**src/rtl/alu_pkg.sv**
```systemverilog
// -----------------------------------------------------------------------------
// alu_pkg
// Shared constants for the ALU datapath.
//   ADD_W    : default operand/result width of the adder/subtractor
//   MODE_ADD : mode bit value selecting A+B
//   MODE_SUB : mode bit value selecting A-B
// -----------------------------------------------------------------------------
package alu_pkg;

    localparam int ADD_W = 16;

    localparam logic MODE_ADD = 1'b0;
    localparam logic MODE_SUB = 1'b1;

endpackage : alu_pkg

```
**src/rtl/full_adder.sv**
```systemverilog
// -----------------------------------------------------------------------------
// full_adder
// One-bit full adder stage used to build the ripple-carry chain.
//   a, b : operand bits
//   cin  : carry in from the next less-significant stage
//   s    : sum bit
//   co   : carry out to the next more-significant stage
// -----------------------------------------------------------------------------
module full_adder (
    input  logic a,
    input  logic b,
    input  logic cin,
    output logic s,
    output logic co
);

    logic p;

    // Propagate term is shared by the sum and the carry.
    assign p  = a ^ b;
    assign s  = p ^ cin;
    assign co = (a & b) | (cin & p);

endmodule : full_adder

```
**src/rtl/two_complement_16bit_adder.sv**
```systemverilog
// -----------------------------------------------------------------------------
// two_complement_16bit_adder
// Registered two's-complement adder/subtractor built from a ripple chain of
// full adders. Results appear one clock after the operands.
//   clk   : rising-edge clock
//   rst_n : asynchronous active-low reset (clears S, cout, ovf)
//   A, B  : WIDTH-bit two's-complement operands
//   M     : mode, MODE_ADD (0) = A+B, MODE_SUB (1) = A-B
//   S     : registered WIDTH-bit result, wraps modulo 2^WIDTH
//   cout  : registered raw carry out of the MSB (1 = no borrow when subtracting)
//   ovf   : registered signed overflow
// -----------------------------------------------------------------------------
import alu_pkg::*;

module two_complement_16bit_adder #(
    parameter int WIDTH = ADD_W
) (
    input  logic             clk,
    input  logic             rst_n,
    input  logic [WIDTH-1:0] A,
    input  logic [WIDTH-1:0] B,
    input  logic             M,
    output logic [WIDTH-1:0] S,
    output logic             cout,
    output logic             ovf
);

    logic [WIDTH-1:0] bx;
    logic [WIDTH-1:0] sum;
    logic [WIDTH:0]   c;
    logic             ovf_next;

    // Subtraction is A + ~B + 1: invert B and inject the mode bit as carry-in.
    assign bx   = B ^ {WIDTH{M == MODE_SUB}};
    assign c[0] = (M == MODE_SUB);

    for (genvar i = 0; i < WIDTH; i++) begin : g_stage
        full_adder u_fa (
            .a   (A[i]),
            .b   (bx[i]),
            .cin (c[i]),
            .s   (sum[i]),
            .co  (c[i+1])
        );
    end

    // Signed overflow: carry into the sign bit differs from carry out of it.
    assign ovf_next = c[WIDTH] ^ c[WIDTH-1];

    // NOTE: sequential state uses non-blocking assignments so every register
    // samples pre-edge values; blocking here would create order-dependent races.
    always_ff @(posedge clk or negedge rst_n) begin
        if (!rst_n) begin
            S    <= '0;
            cout <= 1'b0;
            ovf  <= 1'b0;
        end else begin
            S    <= sum;
            cout <= c[WIDTH];
            ovf  <= ovf_next;
        end
    end

endmodule : two_complement_16bit_adder

```
**config.mk**
```make
export PLATFORM = sky130hd
export DESIGN_NAME = two_complement_16bit_adder
export DESIGN_NICKNAME = d
export VERILOG_FILES = /design/src/rtl/alu_pkg.sv /design/src/rtl/full_adder.sv /design/src/rtl/two_complement_16bit_adder.sv
export SDC_FILE = /design/constraint.sdc
export NUM_CORES = 1
export LEC_CHECK = 0
export CORE_ASPECT_RATIO = 1.75
export CORE_MARGIN = 2
export CORE_UTILIZATION = 34
export CTS_CLUSTER_DIAMETER = 50
export DETAILED_ROUTE_END_ITERATION = 8
export PLACE_DENSITY_LB_ADDON = 0.08
export SYNTH_ARGS = -nofsm -noshare
export SYNTH_HDL_FRONTEND = slang
export SYNTH_HIERARCHICAL = 1
export SYNTH_SLANG_ARGS = --single-unit
export TNS_END_PERCENT = 50
```
**constraint.sdc**
```tcl
create_clock -name clk -period 0.8 [get_ports clk]
set_clock_uncertainty 0.15 [all_clocks]
set_input_delay 0.24 -clock clk [delete_from_list [all_inputs] [get_ports clk]]
set_output_delay 0.24 -clock clk [all_outputs]
set_load 0.03 [all_outputs]
```
==> results of run 1 <==
==> cell families after synthesis <==
family                     Yosys count  synth area share, %
DFF                                 18                 47.4
buffers and inverters                2                 3.29
xor gates and xnor gates            17                 15.7
adders and majority gates           16                 33.7
==> final cells by class <==
| class | instances | area [um^2] |
|---|---|---|
| Sequential cell | 18 | 450 |
| Clock buffer | 4 | 55.1 |
| Multi-Input combinational cell | 33 | 517 |
| Tap cell | 27 | 33.8 |
| Fill cell | 230 | 1050 |
| Timing Repair Buffer | 57 | 588 |
==> routing by layer <==
metal	routed length, um	global-route usage (%)
met4	14	5.05
met3	151	2.43
met1	530	13.1
met2	1070	23.0
met5	0	0
==> power breakdown <==
group          total [mW]  switching [mW]  leakage (nW)  internal, mW
registers            1.29           0.119         0.210          1.17
clock network       0.720           0.283        0.0288         0.437
logic                1.78           0.919         0.452         0.859
==> registers in the layout (all words and copies together), names as in the netlist <==
signal	cells
ovf	1
cout	1
S	16
==> placed cells by master, fill, tap and decap left out <==
cell             instances
xor2_2                   1
buf_6                   19
fa_2                    16
buf_12                   1
clkbuf_8                 4
clkdlybuf4s15_1          1
dfrtp_1                 18
dlygate4sd2_1            1
clkdlybuf4s50_1         30
xor2_1                  16
buf_4                    4
buf_2                    1
==> metrics by stage <==
stage	power [mW]	setup WS [ns]
after global placement	2.87	-6.16
final	3.79	-5.48
after CTS	3.86	-5.49
after floorplan	2.14	-5.68
after global routing	4.02	-5.60
after detailed placement	2.91	-6.23
==> worst min path at each step <==
stage          start    end
6_report       rst_n   cout
5_1_grt        rst_n   cout
4_1_cts        rst_n  S[13]
3_5_place_dp   rst_n  S[13]
3_3_place_gp   rst_n  S[15]
2_1_floorplan  rst_n   S[0]
==> what timing repair did <==
item	CTS	global route
pin swaps	2	0
buffers inserted	1	0
setup endpoints to repair	36	36
gates resized for setup	30	0
endpoints found under the hold margin	0	0
==> critical path, cell delays in order <==
cell and delay [ns]:
buf_6 0.10, xor2_2 0.17, fa_2 0.36, fa_2 0.35
fa_2 0.35, fa_2 0.35, fa_2 0.34, fa_2 0.35
fa_2 0.35, fa_2 0.35, fa_2 0.34, fa_2 0.35
fa_2 0.35, fa_2 0.35, fa_2 0.36, fa_2 0.35
fa_2 0.36, fa_2 0.35, xor2_1 0.15
==> results.md, run 1 <==
* Setup CP Type: in2reg
* CTS Buf Count at 3
* Nets at 164
* Grt ovf at 0
* N_diodes at 0
* DIE WIDTH at 44.0 um
* Routability cong. at 0.708
* Non-filler cells, final at ~140
* I/O Buffers at 52
* Pleak at 0.691 nW
* Crit path DAT at around 6.3 ns
* DRC errors left at 0
* Syn Nets at about 100
* Crit path from: M
* Sequential-to-total area share from yosys stat at 47.4%
* GRT Util Overall at 12.4%
* Peak Freq at 0.159 GHz
* WHS at 0.174 ns
* Final WS setup at -5.48 ns
* Synth top area cells: dfrtp_1 (47%), fa_1 (34%), xor2_1 (16%)
* Final wirelength at 1770 um
* Core area at between 2000 and 3000 um^2
* Commonest cells post-synth: dfrtp_1 (18), xor2_1 (17), fa_1 (16)
* Minimum clock period at 6.28 ns
* Fin Setup TNS at -62.06 ns
* Number of global-route vias before repair at around 670
* Final setup violating endpoints at 36
* #FFs+latches synth at 18
* EDFF count, synth at 0
* First-pass GRT wire length at 2910 um
* Largest net degree at the start of global routing at 19
* Placement Cell Area at ~1500 um^2
* Worst Tran Pin Value at ~0.23 ns
* Cells after DPL at 134
* IO Pins at 53
* Outcome: complete, but fails checks
* Syn Inst Count at between 50 and 60
* Reg clk slew, reported paths at 0.07 ns
* Layout Utilization at ~61%
* Final hold violation count at 0
* Post-Syn Area at 951 um^2
* Core Rows at 25
* Yosys cell types at 5
* Synth area leader: dfrtp_1
* DR iter-0 viols at 1
* Crit path to: ovf
* CP Capture Type: flip-flop
* # hold bufs at CTS at 0
* Starting density of the core at 35.3%
* MaxCap Viol Count at 0
* Antenna viol nets, final at 0
* DR WL/cell at between 10 and 15 um
* Max-slew violations at 0
* Initial antenna violation count at 0
* Worst-case headroom to the max-slew limit at around 84%
* CTS H-tree depth at 1
* Hpwl dp at 1540 um
* Final period util at 785%
* Ys flop type: dfrtp_1
* CTS root buf: clkbuf_8
* Die area at approximately 3300 um^2
* Failing checks: negative setup slack
* Synth Area per Inst at around 18 um^2
* Pre-antenna DRT Iters at 2
* # clock sinks at 18
* Req. time, crit path at between 0.7 and 0.8 ns
* Post-route cell area at 1640 um^2
* TritonCTS clock tree: done
* Die Y-Extent at approximately 74 um
* HP Class: in2async
* Via-to-Cell Ratio at 4.40
* Fraction of layout cells with a size suffix above 1 at 41.1%
* CP max FO at 2
* FFs w/ async S/R, synth at 100%
* RSZ-0062 raised after global routing: true
* CP startpoint kind: input pin
* Peak supply drop at about 0.00095 V
* Post-synth top area share at 47.4%
* Layout Area Growth over Synthesis at 72.9%
* Most numerous cell in the Yosys netlist: dfrtp_1
* CTS max path bufs at 2
* PD cells at ~2300 nW/um^2
* Total vias in the final route at 611
* Warnings from Yosys at 6
(Power assumes the default switching activity.)
==> run 2: changes to the inputs <==
CAP_MARGIN = 20   (was default)
==> results of run 2 <==
Same layout as run 1: the final DEF is identical, and so are final timing and power.
==> run 3: changes to the inputs <==
CORE_ASPECT_RATIO = default   (was 1.75)
CORE_UTILIZATION = 50   (was 34)
DONT_BUFFER_PORTS = 1   (was default)
clock period = 6.42 ns   (was 0.8 ns; I/O delays follow)
==> run 3 against run 2 <==
  * The run still ends with negative setup slack left
  * Critical endpoint unchanged
  * Sequential cell count stayed put
  * Hold slack better by 0.99 ns
  * Clock power is 90% lower
  * Highest routed layer is now met3
  * Routed wire length is 23% lower
  * Clock-buffer cell count stayed put
  * Die area is 30% lower
  * Worst setup slack better by 4.1 ns
==> results.md, run 3 (synthesis results as in run 1) <==
* Outcome: complete, but fails checks
* Failing checks: negative setup slack
* First-pass GRT wire length at 2020 um (-31%)
* Core area at 1760 um^2 (-34%)
* Max incr delay on CP at 0.37 ns (about the same)
* CP max FO at 17 (+15)
* Hpwl dp at 1190 um (-23%)
* IO Pins at 53 (unchanged)
* Minimum clock period at approximately 7.8 ns
* Peak Freq at 0.128 GHz
* Place WS at -1.78 ns (+4.45 ns)
* Worst-case headroom to the max-slew limit at 80.5% (-3.8 points)
* CP Capture Type: flip-flop
* Peak supply drop at 0.000147 V (-85%)
* RSZ-0062 raised after global routing: true
* Starting density of the core at 53.9% (+19 points)
* CTS max path bufs at 2 (unchanged)
* Setup CP Type: in2reg
* Core Rows at 15 (-40%)
* CTS Buf Count at 3 (unchanged)
* Via-to-Cell Ratio at 4.94 (+12%)
* Final period util at 122%
* Die Y-Extent at 47.6 um (-36%)
* Layout Utilization at 59.7% (-1.4 points)
* Grt ovf at 0 (unchanged)
* Largest register FFs at 16 (unchanged)
* Layout fillers at 146 (-37%)
* Layout Area Growth over Synthesis at 10.8%
* Max-slew violations at 0 (unchanged)
* Pleak at 0.415 nW (-40%)
* Die area at 2270 um^2 (-30%)
* Largest net degree at the start of global routing at 19 (unchanged)
* Nets at 108 (-34%)
* Final wirelength at 1370 um (-23%)
* Pre-antenna DRT Iters at 1 (-1)
* GRT Util Overall at 14.1% (+1.8 points)
* TritonCTS clock tree: done
* Worst Tran Pin Value at 0.292 ns (+0.0572 ns)
* Commonest non-fill, non-tap cell in the layout: dfrtp_1
* I/O Buffers at 0 (-100%)
* Fraction of layout cells with a size suffix above 1 at 39.3% (-1.8 points)
* DIE WIDTH at 47.6 um (+8.3%)
* Crit path DAT at 7.85 ns (+1.58 ns)
* # clock sinks at 18 (unchanged)
* Crit path buffers/inverters at 0 (-1)
* Final hold violation count at 0 (unchanged)
* Most common cell on crit path: fa_2
* Initial antenna violation count at 0 (unchanged)
* Final WS setup at -1.40 ns (+4.08 ns)
* Final setup violating endpoints at 6 (-83%)
* # hold bufs at CTS at 0 (unchanged)
* CTS root buf: clkbuf_4
* HP Class: in2async
* Reg clk slew, reported paths at 0.10 ns (+0.03 ns)
* DRC errors left at 0 (unchanged)
* Most frequent cells in the layout: dfrtp_1 (18), xor2_1 (16), fa_2 (16)
* Buffers inserted by post-CTS timing repair at 0 (-1)
* Worst path cell trace: xor2_4, fa_2, fa_2, fa_2, fa_2, fa_2, fa_2, fa_2, fa_2, fa_2, fa_2, fa_2, fa_2, fa_2, fa_2, fa_2, fa_2, xor2_1
* Biggest registers after layout: S x16, cout x1, ovf x1
* PD cells at 326 nW/um^2 (-86%)
* Largest reg by FF count: S
* DR iter-0 viols at 0 (-1)
* Total vias in the final route at 400 (-35%)
* Routability cong. at 0.696 (-1.7%)
* Critical path's slowest cell: fa_2
* DR WL/cell at 16.9 um (+33%)
* MaxCap Viol Count at 0 (unchanged)
* Family with the most delay on the worst path: adder cells
* Number of global-route vias before repair at 458 (-31%)
* CP startpoint kind: input pin
* Antenna viol nets, final at 0 (unchanged)
* CTS H-tree depth at 1 (unchanged)
* Req. time, crit path at 6.45 ns (+5.66 ns)
* N_diodes at 0 (unchanged)
* Tot Pwr at 0.343 mW (-91%)
## run 3: area by class of cell
type / count / area, um^2 / area share, %
Multi-Input combinational cell: 33 / 528 / 50.1
Timing Repair Buffer: 1 / 7.51 / 0.713
Tap cell: 25 / 31.3 / 2.97
Sequential cell: 18 / 450 / 42.8
Clock buffer: 4 / 36.3 / 3.44
## run 3: routing by layer
layer / wire (um) / vias up / global-route usage [%]
met4: 0 / 0 / 6.49
met3: 114 / 0 / 3.77
met5: 0 / - / 0
li1: - / 162 / -
met1: 398 / 212 / 13.3
met2: 854 / 26 / 27.8
## run 3: power by group
group	switching (mW)	internal, mW	leakage, nW	total [mW]
Sequential	0.0802	0.145	0.210	0.225
Combinational	0.0228	0.0264	0.184	0.0491
Clock	0.0340	0.0345	0.0210	0.0686
Total	0.137	0.206	0.415	0.343
## run 3: final timing paths
kind	from	endpoint	depth (start not counted)
max	M	ovf	18
min	rst_n	S[4]	0
min in group clk	A[9]	S[9]	1
max in group asynchronous	rst_n	S[13]	0
## run 3: repair_timing
| item | in CTS | in global routing |
|---|---|---|
| resized for setup | 1 | 0 |
| pin swaps | 1 | 0 |
| setup endpoints to repair | 6 | 7 |
## run 3: stage by stage
stage | setup TNS [ns] | cells | area (um^2) | hold WS, ns
global route | -6.70 | 81 | 1050 | 1.14
floorplan | -8.27 | 53 | 1010 | 1.48
finish | -5.98 | 81 | 1050 | 1.17
CTS | -5.99 | 81 | 1050 | 1.15
global placement | -7.93 | 77 | 1010 | 1.48
detailed placement | -8.38 | 77 | 1010 | 1.48
